**config.mk**
```make
export PLATFORM = sky130hd
export DESIGN_NAME = mul_post_norm
export DESIGN_NICKNAME = d
export VERILOG_FILES = /design/src/rtl/mul_post_norm.sv
export SDC_FILE = /design/constraint.sdc
export NUM_CORES = 1
export LEC_CHECK = 0
export ABC_AREA = 1
export CAP_MARGIN = 15
export CORE_MARGIN = 2
export CORE_UTILIZATION = 49
export DETAILED_ROUTE_END_ITERATION = 8
export HOLD_SLACK_MARGIN = 0.08
export PLACE_DENSITY_LB_ADDON = 0.05
export SYNTH_ARGS = -nofsm -noshare
export SYNTH_HDL_FRONTEND = slang
export SYNTH_SLANG_ARGS = --single-unit
```
**constraint.sdc**
```tcl
create_clock -name clk -period 3.19 [get_ports clk]
set_input_delay 0.319 -clock clk [delete_from_list [all_inputs] [get_ports clk]]
set_output_delay 0.319 -clock clk [all_outputs]
set_load 0.1 [all_outputs]
```
**src/rtl/mul_post_norm.sv**
```systemverilog
// mul_post_norm: two-stage elastic pipeline after the significand multiplier.
// Takes the raw PW-bit product, sign and pre-computed exponent, applies the
// one-position post-multiply normalisation and hands an OW-bit significand,
// sticky bit, adjusted exponent and zero flag to the rounder.
//
// Ports:
//   clk, rst                 clock, synchronous active-high reset
//   in_valid / in_ready      upstream handshake
//   in_prod, in_exp, in_sign raw product, exponent, sign
//   out_valid / out_ready    downstream handshake
//   out_sig, out_sticky      normalised significand (MSB = hidden bit), sticky
//   out_exp, out_sign        normalised exponent, sign passthrough
//   out_zero                 product was exactly zero
module mul_post_norm #(
   parameter int unsigned PW = 116,
   parameter int unsigned OW = 55,
   parameter int unsigned EW = 13
) (
   input  logic          clk,
   input  logic          rst,
   input  logic          in_valid,
   output logic          in_ready,
   input  logic [PW-1:0] in_prod,
   input  logic [EW-1:0] in_exp,
   input  logic          in_sign,
   output logic          out_valid,
   input  logic          out_ready,
   output logic [OW-1:0] out_sig,
   output logic          out_sticky,
   output logic [EW-1:0] out_exp,
   output logic          out_sign,
   output logic          out_zero
);

   localparam int unsigned HW = OW + 1;

   logic          s1_valid;
   logic [HW-1:0] s1_hi;
   logic          s1_lo_or;
   logic          s1_hi_zero;
   logic [EW-1:0] s1_exp;
   logic          s1_sign;
   logic          s2_valid;

   logic          s1_load;
   logic          s2_load;

   logic [OW-1:0] n_sig;
   logic          n_sticky;
   logic [EW-1:0] n_exp;
   logic          n_zero;

   // Ready whenever some stage can free up this cycle; no path from in_valid.
   assign in_ready  = ~s1_valid | ~s2_valid | out_ready;
   assign s1_load   = in_valid & in_ready;
   assign s2_load   = s1_valid & (~s2_valid | out_ready);
   assign out_valid = s2_valid;

   // One-position normalisation. A zero product has hi = 0 and lo_or = 0, so
   // the hi[OW] = 0 branch already yields sig = 0, sticky = 0, exp unchanged.
   always_comb begin
      n_sig    = s1_hi[OW-1:0];
      n_sticky = s1_lo_or;
      n_exp    = s1_exp;
      n_zero   = s1_hi_zero & ~s1_lo_or;
      if (s1_hi[OW]) begin
         n_sig    = s1_hi[OW:1];
         n_sticky = s1_hi[0] | s1_lo_or;
         n_exp    = s1_exp + EW'(1);
      end
   end

   // Stage 1: split product into kept window and OR of the discarded tail.
   always_ff @(posedge clk) begin
      if (rst) begin
         s1_valid   <= 1'b0;
         s1_hi      <= '0;
         s1_lo_or   <= 1'b0;
         s1_hi_zero <= 1'b0;
         s1_exp     <= '0;
         s1_sign    <= 1'b0;
      end else begin
         if (s1_load) begin
            s1_valid   <= 1'b1;
            s1_hi      <= in_prod[PW-1:PW-OW-1];
            s1_lo_or   <= |in_prod[PW-OW-2:0];
            s1_hi_zero <= ~|in_prod[PW-1:PW-OW-1];
            s1_exp     <= in_exp;
            s1_sign    <= in_sign;
         end else if (s2_load) begin
            s1_valid <= 1'b0;
         end
      end
   end

   // Stage 2: output registers, held while stalled or empty.
   always_ff @(posedge clk) begin
      if (rst) begin
         s2_valid   <= 1'b0;
         out_sig    <= '0;
         out_sticky <= 1'b0;
         out_exp    <= '0;
         out_sign   <= 1'b0;
         out_zero   <= 1'b0;
      end else begin
         if (s2_load) begin
            s2_valid   <= 1'b1;
            out_sig    <= n_sig;
            out_sticky <= n_sticky;
            out_exp    <= n_exp;
            out_sign   <= s1_sign;
            out_zero   <= n_zero;
         end else if (out_ready) begin
            s2_valid <= 1'b0;
         end
      end
   end

endmodule

```
==> results of run 1 <==
worst paths after layout:
path / from / endpoint / slack, ns / cells after the start
worst max-delay path: out_exp[5] / out_exp[5] / 0.92 / 1
worst min-delay path: out_zero / out_zero / 0.46 / 2
worst max register to register: s1_hi[55] / out_exp[9] / 1.29 / 8
worst min register to register: out_zero / out_zero / 0.46 / 2
registers in the layout, indices dropped and copies added, names as in the netlist:
register	count
out_exp	13
out_sig	55
out_sign	1
out_sticky	1
out_valid	1
out_zero	1
s1_exp	13
s1_hi	56
s1_hi_zero	1
s1_lo_or	1
s1_sign	1
s1_valid	1
power breakdown:
group / switching [mW] / leakage (nW) / internal, mW
combinational: 0.755 / 1.85 / 0.364
clock: 0.671 / 0.238 / 0.993
sequential: 0.0866 / 1.20 / 1.94
total: 1.51 / 3.29 / 3.30
through the flow:
step	area, um^2	hold slack [ns]	utilization, %
2_1_floorplan	6130	0.444	-
3_3_place_gp	8160	0.460	67.3
3_5_place_dp	8160	0.459	67.3
4_1_cts	8630	0.467	71.3
5_1_grt	8630	0.479	71.3
6_report	8630	0.464	71.3
layout make-up:
| class | instances | area, um^2 |
|---|---|---|
| Inverter | 19 | 73.8 |
| Tap cell | 168 | 210 |
| Clock inverter | 3 | 15.0 |
| Timing Repair Buffer | 216 | 2160 |
| Fill cell | 1076 | 3480 |
| Multi-Input combinational cell | 625 | 2810 |
| Clock buffer | 21 | 460 |
| Sequential cell | 145 | 2900 |
cell families (layout without fill, tap and decap cells):
kind of cell | count (synthesis) | in the layout
AO/OA/AOI/OAI | 217 | 217
buffers and inverters | 77 | 259
adder cells (fa/ha/maj) | 1 | 1
XOR/XNOR | 8 | 8
AND/OR/NAND/NOR | 399 | 399
flip-flops | 145 | 145
cell usage in the layout, fill, tap and decap left out, drive strengths merged, types with 7 or more instances in the layout:
| cell | n |
|---|---|
| o21ai | 139 |
| nand2 | 164 |
| buf | 12 |
| a21oi | 23 |
| clkbuf | 21 |
| dfxtp | 145 |
| nor2 | 215 |
| inv | 17 |
| a31oi | 55 |
| nand3 | 7 |
| clkdlybuf4s50 | 204 |
per-layer routing:
layer  GRT usage, %  part of all wire, %
met5              0                    0
met4           9.52                  2.1
met3           5.28                  6.6
met2           41.1                   48
met1           30.4                   43
==> out/qor.txt, run 1 <==
YS warnings -> 0
Fin Clk Skew -> 0.00339 ns
Unrepaired setup endpoints after global routing -> false
TritonCTS clock tree -> done
Starting Density -> 50.6%
Post-Place Setup Slack -> 0.979 ns
Seq cells post-synth -> 145
Clock net sink count -> 145
Sequential-to-total area share from yosys stat -> 47.4%
I/O Pins -> 207
GR Util All Layers -> 24.3%
Clock Root Buffer -> clkbuf_16
Global-route wire length before repair -> 25,800 um
Final Hold Fails -> 0
Num CTS Buffers -> 17
Final setup violation count -> 0
DIE WIDTH -> 116 um
Max Clk Rate -> 441 MHz
Main synth FF type -> dfxtp_1
VDD IR max -> 0.000432 V
Post-synthesis simple-gate area fraction -> 25.7%
Port Buffers -> 206
Antenna violations before repair -> 0
Critical path type -> reg2out
Final RePlAce weighted congestion -> 0.810
H-tree levels -> 4
Pwr/cell area -> 558 nW/um^2
Hold buffer count at CTS -> 0
Top delay family on crit path -> buffers and inverters
Clock Path Buffers -> 2
Final period util -> 71.0%
Critical path startpoint category -> register
Setup TNS Final -> 0 ns
Largest net degree at the start of global routing -> 94
Final HPWL DP -> 10,900 um
Status -> complete, no violations
MaxCap Viol Count -> 0
Avg Inst Size Synth -> 7.23 um^2
Critical path endpoint category -> primary output
Post-CTS setup buffer count -> 0
Mapped Area -> 6130 um^2
Multiplexer area fraction after synthesis -> 0%
Post-synth EDFFs -> 0
Required time of the critical path -> 2.87 ns
Total Power -> 4.81 mW
# nets final -> 1,159
Critical-path maximum fanout -> 2
Post-synth top area cell -> dfxtp_1
Post-synthesis compound-gate area fraction -> 18.8%
Resized Gates After CTS -> 0
Worst-skew pair later-pin latency -> 0.41 ns
XOR/XNOR Fraction of Synth Area -> 1.14%
Iter 0 DRT Violations -> 459
Number of global-route vias before repair -> 5,693
Hold crit path type -> reg2reg
Top cells by count, synth -> 214 x nor2_1, 160 x nand2_1, 145 x dfxtp_1
Ant. Diodes -> 0
Cell Chain, Critical Path -> clkdlybuf4s50_1
Syn nets -> 982
CP peak stage delay -> 1.16 ns
Total grt overflow -> 0
TritonRoute pass-1 iters -> 5
Post-route ant nets -> 0
Ys async rst share -> 0%
Share of the synthesized area in the top cell type -> 47.4%
Setup ws final -> 0.924 ns
CP Data Arrival Time -> 1.95 ns
Vias -> 6,149
Gate count of the mapped netlist -> 847
Fin. max-slew vios -> 0
CTS clk-pin slew, worst paths -> 0.05 ns
Row count -> 40
Slew @ Worst Pin -> 1.04 ns
Layout Cells excl Fill -> 1,197
Combinational family with the most area after synthesis -> simple AND/OR/NAND/NOR gates
Bufs and invs on worst path -> 1
Placed Cells -> 1,173
Synth top area cells -> dfxtp_1 47%, nor2_1 13%, o21ai_0 10%, nand2_1 9.8%, a31oi_1 5.6%
Min Tclk post-route -> 2.27 ns
Core ar. -> 12,100 um^2
Wirelength, routed -> 16,000 um
Per-cell routed wire length -> 13.4 um
Die area -> 13,400 um^2
Leak Pwr -> 3.29 nW
Vias/cell -> 5.14
CP max stage cell -> clkdlybuf4s50_1
DRC -> 0
Die Y -> 116 um
Area Overhead vs Synth -> 40.9%
Synth Area in Adders -> 0.204%
Most frequent cell after synthesis -> nor2_1
Yosys cell types -> 26
Layout cells sized above 1 -> 4.57%
Slew headroom -> 30.7%
No activity file was read; power rests on OpenSTA's default activity.
==> run 2, diff against run 1 <==
--- a/config.mk
+++ b/config.mk
@@ -8,7 +8,7 @@
 export ABC_AREA = 1
 export CAP_MARGIN = 15
 export CORE_MARGIN = 2
-export CORE_UTILIZATION = 49
+export CORE_UTILIZATION = 46
 export DETAILED_ROUTE_END_ITERATION = 8
 export HOLD_SLACK_MARGIN = 0.08
 export PLACE_DENSITY_LB_ADDON = 0.05
==> constraint.sdc (replaced) <==
create_clock -name clk -period 2.4 [get_ports clk]
set_input_delay 0.24 -clock clk [delete_from_list [all_inputs] [get_ports clk]]
set_output_delay 0.24 -clock clk [all_outputs]
set_load 0.1 [all_outputs]
==> run 2 against run 1 <==
- non-clock buffer count grew 3
- via count shrank 2.3%
- power grew 40%
- core utilization shrank 5.7 points
- setup slack lost 0.24 ns
- critical path depth grew 3
- count of clock-buffer cells in the layout grew 1
- sequential share of layout area grew 0.054 points
- die area grew 6.3%
- cell area shrank 0.16%
- combinational power grew 30%
- sequential power grew 33%
==> out/qor.txt, run 2 (synthesis results as in run 1) <==
Status -> complete, no violations
Slew @ Worst Pin -> 0.594 ns
Hold crit path type -> in2reg
CP Data Arrival Time -> 2.06 ns
Row count -> 42
H-tree levels -> 4
TritonRoute pass-1 iters -> 5
Post-route ant nets -> 0
Worst hold stages -> 3
MaxCap Viol Count -> 0
Core ar. -> 13,100 um^2
Hold endpoint -> s1_hi[29]
TritonCTS clock tree -> done
CTS clk-pin slew, worst paths -> 0.05 ns
Hold buffer count at CTS -> 0
Critical path endpoint category -> register
Max Clk Rate -> 581 MHz
Commonest non-fill, non-tap cell in the layout -> nor2_1
Antenna violations before repair -> 0
DRC -> 0
Largest Register -> s1_hi
R2R Path End -> out_sig[37]
Most frequent cells in the layout -> 214 x nor2_1, 160 x nand2_1, 144 x dfxtp_1
Total Power -> 6.75 mW
I/O Pins -> 207
Worst reg2reg path depth -> 4
Post-CTS setup buffer count -> 0
Resized Gates After CTS -> 0
Leak Pwr -> 3.48 nW
Required time of the critical path -> 2.74 ns
Setup ws final -> 0.680 ns
Wirelength, routed -> 15,900 um
DIE WIDTH -> 119 um
Slew headroom -> 60.4%
FILL cells -> 1,220
Clock Root Buffer -> clkbuf_16
Area Overhead vs Synth -> 40.6%
Unrepaired setup endpoints after global routing -> false
Number of global-route vias before repair -> 5,547
Critical-path maximum fanout -> 30
Post-Place Setup Slack -> 0.528 ns
Starting Density -> 46.6%
Vias -> 6,009
Reg2Reg Setup Slack -> 0.68 ns
Final period util -> 71.7%
HP Start -> in_prod[89]
Pwr/cell area -> 784 nW/um^2
Final setup violation count -> 0
Final Hold Fails -> 0
Post-Layout Inst Area -> 8620 um^2
Final HPWL DP -> 11,000 um
Placed Area -> 8040 um^2
Fin Clk Skew -> 0.00617 ns
Clock Path Buffers -> 2
Port Buffers -> 206
Die Y -> 119 um
# nets final -> 1,162
Iter 0 DRT Violations -> 410
Fin. max-slew vios -> 0
Die area -> 14,300 um^2
Total grt overflow -> 0
Final RePlAce weighted congestion -> 0.780
Worst-skew pair later-pin latency -> 0.41 ns
GR Util All Layers -> 22.7%
Clock net sink count -> 145
VDD IR max -> 0.000502 V
Setup TNS Final -> 0 ns
Per-cell routed wire length -> 13.1 um
Max reg flops -> 56
Global-route wire length before repair -> 26,100 um
Largest net degree at the start of global routing -> 84
Critical path type -> reg2reg
Regs by FF count -> s1_hi: 56 flops, out_sig: 55 flops
Num CTS Buffers -> 17
WHS -> 0.428 ns
FF-to-FF Start -> s1_hi[55]
Critical path startpoint category -> register
Layout cells sized above 1 -> 12.1%
Ant. Diodes -> 0
Min Tclk post-route -> 1.72 ns
Vias/cell -> 4.95
-- run 2: how the worst max path moves through the flow --
stage / endpoint / startpoint / slack, ns / cells past startpoint
after floorplan: s1_exp[4] / out_valid / 0.12 / 7
after global placement: s1_hi[32] / out_ready / 0.54 / 8
after detailed placement: s1_hi[39] / out_ready / 0.53 / 8
after CTS: out_sig[37] / s1_hi[55] / 0.66 / 4
after global routing: out_sig[37] / s1_hi[55] / 0.52 / 4
final: out_sig[37] / s1_hi[55] / 0.68 / 4
-- run 2: area by class of cell --
cell class | instances | area, um^2 | share of cell area (%)
Tap cell | 176 | 220 | 2.56
Clock inverter | 7 | 110 | 1.28
Inverter | 19 | 73.8 | 0.857
Clock buffer | 22 | 464 | 5.39
Sequential cell | 145 | 2900 | 33.7
Timing Repair Buffer | 219 | 2030 | 23.5
Multi-Input combinational cell | 625 | 2820 | 32.7
-- run 2: metrics by stage --
step                      std cells  utilization (%)
after floorplan                 847                -
after global placement         1184             61.2
after detailed placement       1184             61.2
after CTS                      1213             65.6
after global routing           1213             65.6
final                          1213             65.6
-- run 2: per-layer routing --
layer	global-route usage [%]	wire, um	vias up
met4	8.09	288	0
li1	-	-	3153
met3	5.12	869	26
met2	38.5	7710	169
met1	28.4	7050	2661
met5	0	0	-
-- run 2: power by group --
part | total [mW] | internal [mW] | leakage, nW | switching, mW
Sequential | 2.71 | 2.58 | 1.20 | 0.124
Clock | 2.59 | 1.66 | 0.285 | 0.925
Combinational | 1.46 | 0.463 | 2.00 | 0.994
-- run 2: worst max-delay path, stage by stage, from the launching register on --
cell     delay [ns]
dfxtp_2        0.46
inv_2          0.51
buf_4          0.40
nand2_1        0.10
a31oi_1        0.17
==> run 3, diff against run 2 <==
==> constraint.sdc (replaced) <==
create_clock -name clk -period 1.8 [get_ports clk]
set_input_delay 0.18 -clock clk [delete_from_list [all_inputs] [get_ports clk]]
set_output_delay 0.18 -clock clk [all_outputs]
set_load 0.1 [all_outputs]
==> run 3 against run 2 <==
- sequential share of layout area fell by 0.45 points
- critical endpoint is now out_exp[8]
- largest cell class unchanged
- power rose by 38%
- via count rose by 0.28%
==> out/qor.txt, run 3 (synthesis results as in run 1) <==
Status -> complete, no violations
Hold buffer count at CTS -> 0
VDD IR max -> 0.000687 V
Fin. max-slew vios -> 0
Total grt overflow -> 0
Post-route ant nets -> 0
HP Start -> in_prod[89]
Placed Cells -> 1,187
Port Buffers -> 206
Required time of the critical path -> 2.15 ns
Critical-path maximum fanout -> 5
Part of the power in the clock network -> 40.4%
Min Tclk post-route -> 1.40 ns
Ant. Diodes -> 0
Setup ws final -> 0.397 ns
Layout cells sized above 1 -> 12.7%
CP peak stage delay -> 0.40 ns
TritonCTS clock tree -> done
Starting Density -> 46.6%
Num CTS Buffers -> 17
Vias -> 6,026
Antenna violations before repair -> 0
Wirelength, routed -> 16,200 um
Max reg flops -> 56
Regs by FF count -> s1_hi: 56 flops, out_sig: 55 flops
Fin Clk Skew -> 0.00850 ns
MaxCap Viol Count -> 0
WHS -> 0.378 ns
Hold crit path type -> in2reg
DRC -> 0
DIE WIDTH -> 119 um
Layout Cells excl Fill -> 1,218
Final Hold Fails -> 0
Unrepaired setup endpoints after global routing -> false
Seq pwr share -> 38.6%
Resized Gates After CTS -> 0
Clock Path Buffers -> 2
FILL cells -> 1,189
Die Y -> 119 um
Critical path endpoint category -> register
Setup crit start -> s1_exp[0]
Per-cell routed wire length -> 13.3 um
Most frequent cells in the layout -> 214 x nor2_1, 160 x nand2_1, 143 x dfxtp_1
Critical path type -> reg2reg
Leak Pwr -> 3.54 nW
Largest net degree at the start of global routing -> 83
Largest Register -> s1_hi
FF-to-FF Start -> s1_exp[0]
Critical path startpoint category -> register
Cell Chain, Critical Path -> ha_1 -> inv_1 -> nor3_4 -> nand2_1 -> xor2_1 -> a21oi_1
CP Data Arrival Time -> 1.75 ns
Combinational Power Share -> 21.0%
Final HPWL DP -> 11,300 um
GR Util All Layers -> 23.6%
Worst-skew pair later-pin latency -> 0.42 ns
Die area -> 14,300 um^2
Post-CTS setup buffer count -> 0
Max Clk Rate -> 713 MHz
Final RePlAce weighted congestion -> 0.810
Number of global-route vias before repair -> 5,726
Sw Pwr -> 2.80 mW
Final setup violation count -> 0
Iter 0 DRT Violations -> 419
I/O Pins -> 207
CTS clk-pin slew, worst paths -> 0.06 ns
Reg2Reg Setup Slack -> 0.40 ns
Core ar. -> 13,100 um^2
Post-Place Setup Slack -> 0.161 ns
# nets final -> 1,165
Area Overhead vs Synth -> 42.7%
Final period util -> 77.9%
Int Power -> 6.54 mW
Slew headroom -> 77.5%
Setup TNS Final -> 0 ns
Slew @ Worst Pin -> 0.334 ns
Clock net sink count -> 145
Clock Root Buffer -> clkbuf_16
H-tree levels -> 4
TritonRoute pass-1 iters -> 5
Sw Share -> 30.0%
CP max stage cell -> dfxtp_1
Row count -> 42
Global-route wire length before repair -> 27,100 um
Vias/cell -> 4.95
Commonest non-fill, non-tap cell in the layout -> nor2_1
Pwr/cell area -> 1070 nW/um^2
[run 3: cell count changes in the layout (fill, tap and decap cells not counted), sizes merged]
cell / delta
buf: +3
bufinv: +1
clkbuf: +1
clkinv: -2
clkinvlp: +1
inv: +1
[run 3: worst max-delay path: cells and delay by family (launching register included)]
family,cells,cell delay (ns)
compound gates,1,0.13
buf+inv,1,0.08
fa+ha+maj,1,0.22
simple gates,2,0.36
xor+xnor,1,0.15
flops,1,0.40
[run 3: power groups by stage]
stage / clock [mW] / sequential, mW / combinational (mW)
CTS: 3.82 / 3.60 / 1.98
detailed placement: 0 / 3.67 / 1.97
finish: 3.77 / 3.60 / 1.97
floorplan: 0 / 4.44 / 0.555
global route: 3.98 / 3.63 / 2.11
global placement: 0 / 3.67 / 1.96
[run 3: layer usage]
| layer | vias to the layer above | share of wire [%] | track usage [%] |
|---|---|---|---|
| met1 | 2665 | 43 | 29.5 |
| met5 | - | 0 | 0 |
| met2 | 171 | 49 | 39.8 |
| met3 | 28 | 5.4 | 5.51 |
| li1 | 3162 | - | - |
| met4 | 0 | 2.2 | 8.75 |
[run 3: through the flow]
step / total power [mW] / utilization [%] / area [um^2]
after floorplan: 5.00 / - / 6140
after global placement: 5.62 / 61.7 / 8110
after detailed placement: 5.64 / 61.7 / 8110
after CTS: 9.40 / 66.6 / 8740
after global routing: 9.71 / 66.6 / 8740
final: 9.34 / 66.6 / 8740
[run 3: path summary, 6_finish.rpt]
path	to	cells past startpoint
hold / removal	s1_hi[29]	3
setup reg to reg	out_exp[8]	6
hold reg to reg	s1_hi_zero	2
setup / recovery	out_exp[8]	6
[run 3: area by class of cell]
type                       count  area, um^2  area share [%]
timing repair buffer         222        2090            23.9
clock buffer                  23         488            5.58
sequential                   145        2910            33.3
clock inverter                 8         150            1.72
tap                          176         220            2.52
multi-input combinational    625        2820            32.2
inverter                      19        73.8           0.844
